## src/rtl/ahb2apb_pkg.sv

```systemverilog
// Shared types and constants for the AHB-to-APB bridge controller.
package ahb2apb_pkg;

  localparam int unsigned ADDR_W = 32;
  localparam int unsigned DATA_W = 32;

  // Default APB address window: four 64 MiB slots starting at 0x8000_0000
  localparam logic [ADDR_W-1:0] DEF_BASE_ADDR  = 32'h8000_0000;
  localparam logic [ADDR_W-1:0] DEF_SLAVE_SPAN = 32'h0400_0000;
  localparam int unsigned       DEF_NUM_SLAVES = 4;

  typedef enum logic [1:0] {
    HT_IDLE   = 2'b00,
    HT_BUSY   = 2'b01,
    HT_NONSEQ = 2'b10,
    HT_SEQ    = 2'b11
  } htrans_t;

  // Burst encodings; bursts are split into independent APB beats, so these are informational
  localparam logic [2:0] HBURST_SINGLE = 3'b000;
  localparam logic [2:0] HBURST_WRAP4  = 3'b010;
  localparam logic [2:0] HBURST_INCR4  = 3'b011;
  localparam logic [2:0] HBURST_WRAP8  = 3'b100;
  localparam logic [2:0] HBURST_INCR8  = 3'b101;
  localparam logic [2:0] HBURST_WRAP16 = 3'b110;
  localparam logic [2:0] HBURST_INCR16 = 3'b111;

  localparam logic [1:0] HRESP_OKAY  = 2'b00;
  localparam logic [1:0] HRESP_ERROR = 2'b01;

  typedef enum logic [2:0] {
    ST_IDLE,
    ST_WWAIT,
    ST_WSETUP,
    ST_WENABLE,
    ST_RSETUP,
    ST_RENABLE,
    ST_ERR1,
    ST_ERR2
  } bridge_state_t;

endpackage

```

## src/rtl/ahb2apb_addr_decode.sv

```systemverilog
// Address-phase decoder: qualifies an AHB transfer and maps its address to a one-hot APB slave select.
module ahb2apb_addr_decode
  import ahb2apb_pkg::*;
#(
  parameter logic [ADDR_W-1:0] BASE_ADDR  = DEF_BASE_ADDR,
  parameter logic [ADDR_W-1:0] SLAVE_SPAN = DEF_SLAVE_SPAN,
  parameter int unsigned       NUM_SLAVES = DEF_NUM_SLAVES
) (
  input  logic                  Hreadyin,
  input  logic [1:0]            Htrans,
  input  logic [ADDR_W-1:0]     Haddr,
  output logic                  valid_c,
  output logic                  err_c,
  output logic [NUM_SLAVES-1:0] sel_c
);

  // Window arithmetic carried at 33 bits so the top of the window cannot wrap
  localparam logic [ADDR_W:0] SPAN_X = {1'b0, SLAVE_SPAN};
  localparam logic [ADDR_W:0] WINDOW = 33'(NUM_SLAVES) * SPAN_X;

  logic            active_c;
  logic            in_win_c;
  logic [ADDR_W:0] off_c;

  // Qualify the transfer and pick the slot the offset falls into
  always_comb begin
    active_c = Hreadyin && ((Htrans == HT_NONSEQ) || (Htrans == HT_SEQ));
    off_c    = {1'b0, Haddr} - {1'b0, BASE_ADDR};
    in_win_c = (Haddr >= BASE_ADDR) && (off_c < WINDOW);
    valid_c  = active_c && in_win_c;
    err_c    = active_c && !in_win_c;
    sel_c    = '0;
    for (int i = 0; i < int'(NUM_SLAVES); i++) begin
      sel_c[i] = in_win_c && (off_c >= 33'(i) * SPAN_X) && (off_c < 33'(i + 1) * SPAN_X);
    end
  end

endmodule

```

## src/rtl/ahb2apb_bridge_ctrl.sv

```systemverilog
// AHB slave / APB master bridge controller: one APB SETUP+ENABLE pair per accepted AHB beat.
// Optional feature macro AHB2APB_ERR_RESP_EN: out-of-window transfers get a two-cycle ERROR response.
module ahb2apb_bridge_ctrl
  import ahb2apb_pkg::*;
#(
  parameter logic [ADDR_W-1:0] BASE_ADDR  = DEF_BASE_ADDR,
  parameter logic [ADDR_W-1:0] SLAVE_SPAN = DEF_SLAVE_SPAN,
  parameter int unsigned       NUM_SLAVES = DEF_NUM_SLAVES
) (
  input  logic                  clk,
  input  logic                  Hrst,
  input  logic                  Hwrite,
  input  logic                  Hreadyin,
  input  logic [1:0]            Htrans,
  input  logic [2:0]            Hsize,
  input  logic [ADDR_W-1:0]     Haddr,
  input  logic [DATA_W-1:0]     Hwdata,
  output logic                  Hreadyout,
  output logic [1:0]            Hresp,
  output logic [DATA_W-1:0]     Hrdata,
  input  logic [DATA_W-1:0]     Prdata,
  output logic [ADDR_W-1:0]     Paddr,
  output logic [DATA_W-1:0]     Pwdata,
  output logic                  Pwrite,
  output logic [NUM_SLAVES-1:0] Pselx,
  output logic                  Penable
);

  bridge_state_t         state_q, state_d;
  logic [ADDR_W-1:0]     addr_q, addr_d;
  logic                  write_q, write_d;
  logic [NUM_SLAVES-1:0] sel_q, sel_d;
  logic [ADDR_W-1:0]     paddr_q, paddr_d;
  logic [DATA_W-1:0]     pwdata_q, pwdata_d;
  logic                  pwrite_q, pwrite_d;
  logic [NUM_SLAVES-1:0] pselx_q, pselx_d;
  logic                  penable_q, penable_d;

  logic                  valid_c;
  logic                  err_c;
  logic [NUM_SLAVES-1:0] sel_c;
  logic                  unused_c;

  ahb2apb_addr_decode #(
    .BASE_ADDR  (BASE_ADDR),
    .SLAVE_SPAN (SLAVE_SPAN),
    .NUM_SLAVES (NUM_SLAVES)
  ) u_decode (
    .Hreadyin (Hreadyin),
    .Htrans   (Htrans),
    .Haddr    (Haddr),
    .valid_c  (valid_c),
    .err_c    (err_c),
    .sel_c    (sel_c)
  );

  // Transfer size is accepted but has no effect on the APB side
`ifdef AHB2APB_ERR_RESP_EN
  assign unused_c = ^Hsize;
`else
  assign unused_c = ^{Hsize, err_c};
`endif

  // State and APB output registers
  always_ff @(posedge clk) begin
    if (Hrst) begin
      state_q   <= ST_IDLE;
      addr_q    <= '0;
      write_q   <= 1'b0;
      sel_q     <= '0;
      paddr_q   <= '0;
      pwdata_q  <= '0;
      pwrite_q  <= 1'b0;
      pselx_q   <= '0;
      penable_q <= 1'b0;
    end else begin
      state_q   <= state_d;
      addr_q    <= addr_d;
      write_q   <= write_d;
      sel_q     <= sel_d;
      paddr_q   <= paddr_d;
      pwdata_q  <= pwdata_d;
      pwrite_q  <= pwrite_d;
      pselx_q   <= pselx_d;
      penable_q <= penable_d;
    end
  end

  // Next state, address-phase capture, and APB outputs derived from the upcoming state
  always_comb begin
    state_d   = state_q;
    addr_d    = addr_q;
    write_d   = write_q;
    sel_d     = sel_q;
    paddr_d   = paddr_q;
    pwdata_d  = pwdata_q;
    pwrite_d  = pwrite_q;
    pselx_d   = '0;
    penable_d = 1'b0;

    case (state_q)
      ST_WWAIT: begin
        pwdata_d = Hwdata;
        state_d  = ST_WSETUP;
      end
      ST_WSETUP: state_d = ST_WENABLE;
      ST_RSETUP: state_d = ST_RENABLE;
      ST_ERR1:   state_d = ST_ERR2;
      // Hreadyout is high in these states, so a new address phase is sampled
      ST_IDLE, ST_WENABLE, ST_RENABLE, ST_ERR2: begin
        if (valid_c) begin
          addr_d  = Haddr;
          write_d = Hwrite;
          sel_d   = sel_c;
          state_d = Hwrite ? ST_WWAIT : ST_RSETUP;
        end
`ifdef AHB2APB_ERR_RESP_EN
        else if (err_c) begin
          state_d = ST_ERR1;
        end
`endif
        else begin
          state_d = ST_IDLE;
        end
      end
      default: state_d = ST_IDLE;
    endcase

    // Reads enter SETUP straight from the address phase, writes via the captured pipeline
    case (state_d)
      ST_WSETUP: begin
        paddr_d  = addr_q;
        pwrite_d = write_q;
        pselx_d  = sel_q;
      end
      ST_RSETUP: begin
        paddr_d  = Haddr;
        pwrite_d = 1'b0;
        pselx_d  = sel_c;
      end
      ST_WENABLE, ST_RENABLE: begin
        pselx_d   = pselx_q;
        penable_d = 1'b1;
      end
      default: ;
    endcase
  end

  // AHB-side responses decoded from the registered state
  always_comb begin
    Hreadyout = !((state_q == ST_WWAIT) || (state_q == ST_WSETUP) ||
                  (state_q == ST_RSETUP) || (state_q == ST_ERR1));
    Hrdata    = (state_q == ST_RENABLE) ? Prdata : '0;
  end

`ifdef AHB2APB_ERR_RESP_EN
  assign Hresp = ((state_q == ST_ERR1) || (state_q == ST_ERR2)) ? HRESP_ERROR : HRESP_OKAY;
`else
  assign Hresp = HRESP_OKAY;
`endif

  assign Paddr   = paddr_q;
  assign Pwdata  = pwdata_q;
  assign Pwrite  = pwrite_q;
  assign Pselx   = pselx_q;
  assign Penable = penable_q;

endmodule
```

## config.mk

```make
export PLATFORM = sky130hd
export DESIGN_NAME = ahb2apb_bridge_ctrl
export DESIGN_NICKNAME = d
export VERILOG_FILES = /design/src/rtl/ahb2apb_pkg.sv /design/src/rtl/ahb2apb_addr_decode.sv /design/src/rtl/ahb2apb_bridge_ctrl.sv
export SDC_FILE = /design/constraint.sdc
export NUM_CORES = 1
export LEC_CHECK = 0
export CAP_MARGIN = 5
export CORE_AREA = 5 5 126 128
export DETAILED_ROUTE_END_ITERATION = 7
export DIE_AREA = 0 0 131 133
export SYNTH_ARGS = -nofsm -noshare
export SYNTH_HDL_FRONTEND = slang
export SYNTH_SLANG_ARGS = --single-unit
export TNS_END_PERCENT = 30
```

## constraint.sdc

```tcl
create_clock -name clk -period 2.6 [get_ports clk]
set_input_delay 0.26 -clock clk [delete_from_list [all_inputs] [get_ports clk]]
set_output_delay 0.26 -clock clk [all_outputs]
set_load 0.005 [all_outputs]
```

==> Implementation_results.wiki <==
{| class="wikitable"
! Metric !! Value
|-
| Post-CTS clock slew at the launch and capture registers of the worst setup and hold paths || 0.07 ns
|-
| Dominant cell type by area after synthesis || dfxtp_1
|-
| Num rows || 45
|-
| Tightest slew margin relative to the limit || 51.5%
|-
| Remaining DRCs || 0
|-
| Maximum number of pins on one net before global-route repair || 70
|-
| Syn_area_per_cell || 8.10 um^2
|-
| Setup crit end kind || output pin
|-
| Async S/R FF share, synth || 0%
|-
| Class of the worst hold path || flip-flop to flip-flop
|-
| Most used DFF post-synth || dfxtp_1
|-
| Critical-path top delay cell || clkdlybuf4s50_1
|-
| # diodes || 0
|-
| Max Clk Rate || 454 MHz
|-
| Cell area after placement || 6520 um^2
|-
| Kind of cell adding the most delay to the critical path || buffers and inverters
|-
| Clock latency on the worst-skew pair || 0.35 ns
|-
| I/O pin count || 210
|-
| Number of vias after detailed routing || 4,251
|-
| Cell-by-cell listing of the critical path || and3b_1, buf_4, and2_1, clkdlybuf4s50_1
|-
| Number of global-route vias before repair || 4,114
|-
| Total standard cell area after synthesis || 4320 um^2
|-
| Global-route wire length before repair || 21,000 um
|-
| Number of synthesized register bits || 110
|-
| Arrival @ worst endpoint || 1.94 ns
|-
| Hold Vio Cnt, Final || 0
|-
| Antenna violations before repair || 0
|-
| Worst vdd ir || 0.342 mV
|-
| Horizontal die dimension || 131 um
|-
| Utilization after layout || 46.3%
|-
| Placeable core region || 14,800 um^2
|-
| Share of the synthesized area in the top cell type || 51.0%
|-
| Clock root buffer || clkbuf_16
|-
| Overall die area || 17,400 um^2
|-
| Critical Path Source Type || flip-flop
|-
| Count of flip-flops with a built-in enable after synthesis || 0
|-
| CTS HTree Levels || 3
|-
| Fin crit share || 84.8%
|-
| Remaining Overflow, GRT || 0
|-
| Nets || 816
|-
| Leakage power total || 0.00226 uW
|-
| Crit Path Class || flip-flop to output pin
|-
| Run status || completed
|-
| Gp weighted congestion || 0.771
|-
| Max Cap Violations || 0
|-
| Half-perimeter wire length after detailed placement || 9480 um
|-
| Reg2reg setup slack || 0.60 ns
|-
| Post_cts resized || 0
|-
| Input/output buffers || 203
|-
| Largest stage delay on the critical path || 0.51 ns
|-
| Number of setup violations in the final report || 0
|-
| Chip height || 133 um
|-
| Required time of the critical path || 2.34 ns
|-
| Count of final max-slew check failures || 0
|-
| Total power || 3370 uW
|-
| Cts bufs inserted || 9
|-
| Count of unique library cells instantiated by Yosys || 35
|-
| Power density relative to cell area || 493 nW/um^2
|-
| Number of setup buffers added after CTS || 0
|-
| Final min period || 2.20 ns
|-
| Share of the yosys chip area belonging to registers || 51.0%
|-
| Routed wire length per instance || 15.1 um
|-
| GRT Resource Usage Total || 15.1%
|-
| Buf/Inv on CP || 2
|-
| Biggest area contributors in the synthesized netlist || dfxtp_1 51%, nand2_1 12%, a21oi_1 11%
|-
| CTS Buffer Depth || 2
|-
| First-pass detailed-route iteration total || 5
|-
| Number of design-rule violations left by the first detailed-router iteration || 175
|-
| Post-route design area || 6830 um^2
|-
| Worst Clk Skew || 0.0103 ns
|-
| Clock Sinks || 110
|-
| Unrepaired setup endpoints after global routing || no
|-
| Worst Tran Pin Value || 0.728 ns
|-
| Share of cells above drive strength 1 || 5.03%
|-
| Growth of design area from synthesis to finish || 58.1%
|-
| TritonCTS clock tree || built
|-
| Drt total wl || 13,600 um
|-
| CP Max Fanout || 32
|-
| Via density per instance || 4.70
|-
| Post-route antenna net violation count || 0
|-
| Yosys warning total || 0
|-
| Initial Util || 29.3%
|-
| Number of cells produced by synthesis || 533
|-
| Summed negative setup slack over all endpoints || 0 ns
|-
| Number of buffers inserted for hold repair after clock tree synthesis || 0
|}
Yosys cell counts, drive strengths merged (2+ instances only):
| cell type | count |
|---|---|
| a31oi | 3 |
| nor2 | 11 |
| nor3 | 2 |
| clkbuf | 33 |
| o21ai | 2 |
| a22oi | 28 |
| dfxtp | 110 |
| nand3 | 32 |
| a21oi | 97 |
| nand2 | 138 |
| nand3b | 2 |
| a211oi | 3 |
| nand2b | 3 |
| buf | 17 |
| and2 | 35 |
| nor3b | 2 |
kinds of logic (layout without fill, tap and decap cells):
kind of cell,Yosys count,after routing,synth area share (%)
AND/OR/NAND/NOR,231,231,24.3
AO/OA/AOI/OAI,138,138,19.1
flip-flops,110,110,51.0
buffers and inverters,51,233,5.10
other,1,2,0.0868
XOR/XNOR,1,1,0.203
multiplexers,1,1,0.232
cells in the final DEF (no fill, tap or decap), drive strengths merged, types with 10 or more instances in the layout:
| master | Yosys | routed |
|---|---|---|
| a22oi | 28 | 28 |
| clkdlybuf4s50 | 0 | 202 |
| buf | 17 | 14 |
| nand2 | 138 | 138 |
| nor2 | 11 | 11 |
| a21oi | 97 | 97 |
| nand3 | 32 | 32 |
| dfxtp | 110 | 110 |
| clkbuf | 33 | 10 |
| and2 | 35 | 35 |
power by group:
part           switching, uW  internal (uW)  total [uW]
Clock                    619            780        1400
Combinational           98.3            167         265
Sequential              7.85           1700        1700
worst paths after layout:
check,startpoint,endpoint,depth (start not counted)
max reg2reg,state_q[1],Paddr[6],5
min reg2reg,sel_q[2],sel_q[2],2
min,sel_q[2],sel_q[2],2
max,state_q[2],Hrdata[19],4
worst register-to-register path: stages (launching register included):
cell,delay (ns)
dfxtp_1,0.38
or3_1,0.53
a2111o_1,0.50
buf_4,0.24
nand3_1,0.13
a21oi_1,0.07
through the flow:
| step | cells | worst slack [ns] | hold WS (ns) |
|---|---|---|---|
| 2_1_floorplan | 534 | 0.717 | 0.396 |
| 3_3_place_gp | 888 | 0.117 | 0.439 |
| 3_5_place_dp | 888 | 0.0996 | 0.445 |
| 4_1_cts | 904 | 0.357 | 0.439 |
| 5_1_grt | 904 | 0.273 | 0.460 |
| 6_report | 904 | 0.396 | 0.452 |
registers in the layout, summed over array words and instances (netlist names):
| name | count |
|---|---|
| Paddr | 32 |
| Pwrite | 1 |
| Pwdata | 32 |
| addr_q | 32 |
| state_q | 3 |
| Penable | 1 |
| write_q | 1 |
| sel_q | 4 |
| Pselx | 4 |
per-layer routing:
layer	vias to the layer above	GRT usage [%]	wire, um
met5	-	0	0
met4	0	5.14	186
met3	10	4.60	1140
met2	151	25.5	6640
met1	1944	17.9	5650
li1	2146	-	-
cell type report:
type | count | area (um^2)
tap | 188 | 235
fill | 1405 | 7920
inverter | 1 | 3.75
clock buffer | 10 | 239
sequential | 110 | 2200
timing repair buffer | 216 | 2160
clock inverter | 6 | 70.1
multi-input combinational | 373 | 1910
No activity file was read; power rests on OpenSTA's default activity.
